`config.mk`:
```
export PLATFORM = sky130hd
export DESIGN_NAME = serial_addsub_ctrl
export DESIGN_NICKNAME = d
export VERILOG_FILES = /design/src/rtl/serial_addsub_ctrl.sv
export SDC_FILE = /design/constraint.sdc
export NUM_CORES = 1
export LEC_CHECK = 0
export CAP_MARGIN = 10
export CORE_AREA = 2 2 61 63
export DETAILED_ROUTE_END_ITERATION = 8
export DIE_AREA = 0 0 63 65
export GPL_TIMING_DRIVEN = 0
export PLACE_DENSITY = 0.76
export SYNTH_ARGS = -nofsm -noshare
export SYNTH_HDL_FRONTEND = slang
export SYNTH_SLANG_ARGS = --single-unit
```
`constraint.sdc`:
```
create_clock -name clk -period 2.3 [get_ports clk]
set_input_delay 0.46 -clock clk [delete_from_list [all_inputs] [get_ports clk]]
set_output_delay 0.46 -clock clk [all_outputs]
set_load 0.01 [all_outputs]
```
`src/rtl/serial_addsub_ctrl.sv`:
```
// Bit-serial add/subtract controller.
// A single one-bit full adder/subtractor slice is stepped over a WIDTH-bit
// operand pair, LSB first, with a carry flip-flop linking successive bits.
// Subtraction is a + ~b + 1: b is inverted bit by bit and the carry starts at 1.
module serial_addsub_ctrl #(
  parameter int WIDTH = 8
) (
  input  logic             clk,
  input  logic             reset,
  input  logic             start,
  input  logic             op,
  input  logic [WIDTH-1:0] a,
  input  logic [WIDTH-1:0] b,
  output logic             busy,
  output logic             done,
  output logic [WIDTH-1:0] result,
  output logic             cout,
  output logic             overflow
);

  localparam int CW = $clog2(WIDTH);
  localparam logic [CW-1:0] last_bit = CW'(WIDTH - 1);
  localparam logic [CW-1:0] pre_msb  = CW'(WIDTH - 2);

  typedef enum logic [1:0] {
    IDLE,
    RUN,
    DONE
  } state_t;

  state_t           state;
  logic [WIDTH-1:0] a_sh;
  logic [WIDTH-1:0] b_sh;
  logic             op_l;
  logic             c;
  logic             c_msb_in;
  logic [CW-1:0]    cnt;

  logic             bb;
  logic             s;
  logic             c_next;

  // One-bit slice on the current LSB of the operand shift registers
  always_comb begin
    bb     = b_sh[0] ^ op_l;
    s      = a_sh[0] ^ bb ^ c;
    c_next = (a_sh[0] & bb) | (bb & c) | (a_sh[0] & c);
  end

  // Sequencer: latch operands on start, step one bit per clock, pulse done
  always_ff @(posedge clk) begin
    if (reset) begin
      state    <= IDLE;
      a_sh     <= '0;
      b_sh     <= '0;
      op_l     <= 1'b0;
      c        <= 1'b0;
      c_msb_in <= 1'b0;
      cnt      <= '0;
      busy     <= 1'b0;
      done     <= 1'b0;
      result   <= '0;
      cout     <= 1'b0;
      overflow <= 1'b0;
    end else begin
      case (state)
        IDLE: begin
          done <= 1'b0;
          if (start) begin
            a_sh  <= a;
            b_sh  <= b;
            op_l  <= op;
            c     <= op;
            cnt   <= '0;
            busy  <= 1'b1;
            state <= RUN;
          end
        end
        RUN: begin
          result <= {s, result[WIDTH-1:1]};
          a_sh   <= a_sh >> 1;
          b_sh   <= b_sh >> 1;
          c      <= c_next;
          cnt    <= cnt + CW'(1);
          if (cnt == pre_msb) begin
            c_msb_in <= c_next;
          end
          if (cnt == last_bit) begin
            cout     <= c_next;
            overflow <= c_next ^ c_msb_in;
            busy     <= 1'b0;
            done     <= 1'b1;
            state    <= DONE;
          end
        end
        DONE: begin
          done  <= 1'b0;
          state <= IDLE;
        end
        default: begin
          busy  <= 1'b0;
          done  <= 1'b0;
          state <= IDLE;
        end
      endcase
    end
  end

endmodule

```
==> flow_summary.ini <==
[run_status]
outcome = completed

[placed_design]
post-place-cells = 265
dp_slack_ns = 0.395
gp_congestion = 0.750
port_buffers = 30
dpl.hpwl_um = 2290

[yosys]
netlist_area_um2 = 1670
synthCells = 187
yosysUniqueCellTypes = 31
synth_top_area_frac = 0.432
synth_area_per_cell_um2 = 8.92
seq_area_frac_synth = 0.432
syn_nets = 211
synth.area.top_cells = dfxtp_1 43%, a311oi_2 12%, nand2_1 9.7%
synth-warning-count = 0
synth_area_leader_cell = dfxtp_1
ys_ff_latch = 36

[power]
power_frac_seq = 0.542
power-per-cell-area_nw_per_um2 = 593
ir_drop_mv = 0.480
pwr-share-clk = 0.291
intPower_mw = 0.905
switching_share = 0.269
pwr-share-comb = 0.167
power.switching_mw = 0.334
power.leakage_nw = 0.761

[floorplanning]
dieHeight_um = 65
core_um2 = 3500
rows = 22
ios = 32
dieArea_um2 = 4100
start_util = 0.477
die_w_um = 63

[critical_path]
slowest_stage = clkdlybuf4s50_1
crit_fanout = 3
endpoint_kind = output pin
cp_top_family = buffers and inverters
slowest_delay_ns = 0.55
crit_buf_inv = 1
cp.required_ns = 1.84
path_cells = clkdlybuf4s50_1
arrival_ns = 1.26
worstSetupPathType = reg -> out
start_kind = flop

[final_layout]
instances_no_fill = 273
syn2layout_area_growth_pct = 25.3
nets = 248
drive_above_1_share = 0.164
num_antenna_cells = 0
postLayoutCoreUtil = 0.598

[cts]
cts_resized = 0
clk_pin_slew_ns = 0.11
hold_buffers = 0
post-cts-setup-buffers = 0
clk_latency_ns = 0.35
cts_root_buffer = clkbuf_4
cts_buffer_depth = 2
cts_tree = done
h-tree-depth = 2
cts_sinks = 36
numCtsBuffers = 5

[grt]
first_global_vias = 1249
track_usage = 0.176
grt-ovfl-total = 0
grt_pass1_wl_um = 5660
antenna_found_initial = 0
grt_max_degree = 12

[drt]
vias = 1356
vias_per_cell = 4.97
antenna_left = 0
first_iter_violations = 83
routedWlPerCell_um = 11.7
finalWirelength_um = 3190
drc = 0
drt-pass1-iter-count = 4

[sta]
rsz0062_at_grt = no
fin_crit_ns = 1.72
fin_tns_setup_ns = 0
fin_ws_ns = 0.578
finalClockSkew_ns = 0.00952
finalMaxSlewViolations = 0
setup_viol = 0
post-route-period-util = 0.749
tightest_slew_ns = 0.701
hold_violations = 0
slew_headroom = 0.533
fmax_mhz = 581

[run]
maxCapViolCount = 0

[worst_hold_path]
hold_path_class = in -> reg
[registers in the layout (all words and copies together), names as in the netlist, 2 cells and up]
signal,cells
a_sh,8
b_sh,8
cnt,3
result,8
state,2
[through the flow]
stage          area [um2]  hold slack (ns)  power [mW]
4_1_cts              2090            0.408        1.25
3_3_place_gp         2030            0.445       0.891
5_1_grt              2090            0.423        1.30
3_5_place_dp         2030            0.454       0.895
2_1_floorplan        1670            0.454       0.823
6_report             2090            0.414        1.24
[layout by cell type (no fill, tap or decap), types with 2 or more instances in the layout]
cell type / count
nand2_1: 43
dfxtp_1: 36
clkdlybuf4s50_1: 30
nor2_1: 20
a21oi_1: 17
a311oi_2: 13
buf_6: 6
buf_4: 5
clkbuf_4: 5
inv_1: 4
nor3_1: 4
o21ai_0: 4
nand3_1: 4
clkbuf_1: 3
nand2b_1: 3
ha_1: 3
xnor2_1: 2
buf_2: 2
nand3b_1: 2
nand2_2: 2
a311oi_1: 2
clkinv_2: 2
[routing by layer]
metal | track usage | routed length (um) | vias to the layer above
met3 | 0.0417 | 133 | 6
li1 | - | - | 714
met2 | 0.277 | 1410 | 31
met4 | 0.0667 | 58 | 0
met1 | 0.235 | 1590 | 605
met5 | 0 | 0 | -
[cell families (layout without fill, tap and decap cells)]
group | after synthesis | after routing | synth area share
AOI/OAI and AO/OA | 41 | 41 | 0.212
xor gates and xnor gates | 2 | 2 | 0.0105
adders and majority gates | 4 | 4 | 0.0345
buffers and inverters | 21 | 59 | 0.0938
DFF | 36 | 36 | 0.432
muxes | 1 | 1 | 0.00600
and+or+nand+nor | 82 | 82 | 0.212
[worst paths after layout]
kind              from        end  slack (ns)  cells after the start
max          result[6]  result[6]        0.58                      1
min              reset    b_sh[1]        0.41                      2
max reg2reg    b_sh[0]          c        0.92                      4
min reg2reg  result[0]  result[0]        0.46                      2
[synthesized netlist by cell type]
cell	instances
nand2_1	43
dfxtp_1	36
nor2_1	20
a21oi_1	17
a311oi_2	13
buf_6	6
buf_4	5
inv_1	4
nand3_1	4
nor3_1	4
o21ai_0	4
clkbuf_1	3
ha_1	3
nand2b_1	3
a311oi_1	2
buf_2	2
nand2_2	2
nand3b_1	2
xnor2_1	2
a211oi_1	1
a221oi_1	1
a31oi_1	1
and2b_1	1
and4_1	1
buf_8	1
fa_1	1
mux2i_1	1
nor2b_1	1
nor3b_1	1
o21a_1	1
o21ai_1	1
[worst register-to-register path, cell delays in order (launching register included)]
cell,delay [ns]
dfxtp_1,0.33
xnor2_1,0.14
fa_1,0.44
a221oi_1,0.27
o21a_1,0.15
[layout make-up]
class	count	area (um2)
Fill cell	330	1410
Inverter	4	15.0
Tap cell	48	60.1
Sequential cell	36	721
Buffer	17	141
Multi-Input combinational cell	130	791
Clock buffer	6	51.3
Timing Repair Buffer	30	300
Clock inverter	2	10.0
[power by group through the flow]
| stage | logic (mW) | clock network (mW) | registers [mW] |
|---|---|---|---|
| floorplan | 0.138 | 0 | 0.685 |
| global placement | 0.205 | 0 | 0.686 |
| detailed placement | 0.208 | 0 | 0.686 |
| CTS | 0.209 | 0.364 | 0.672 |
| global route | 0.230 | 0.397 | 0.677 |
| finish | 0.207 | 0.361 | 0.672 |
(Power assumes the default switching activity.)
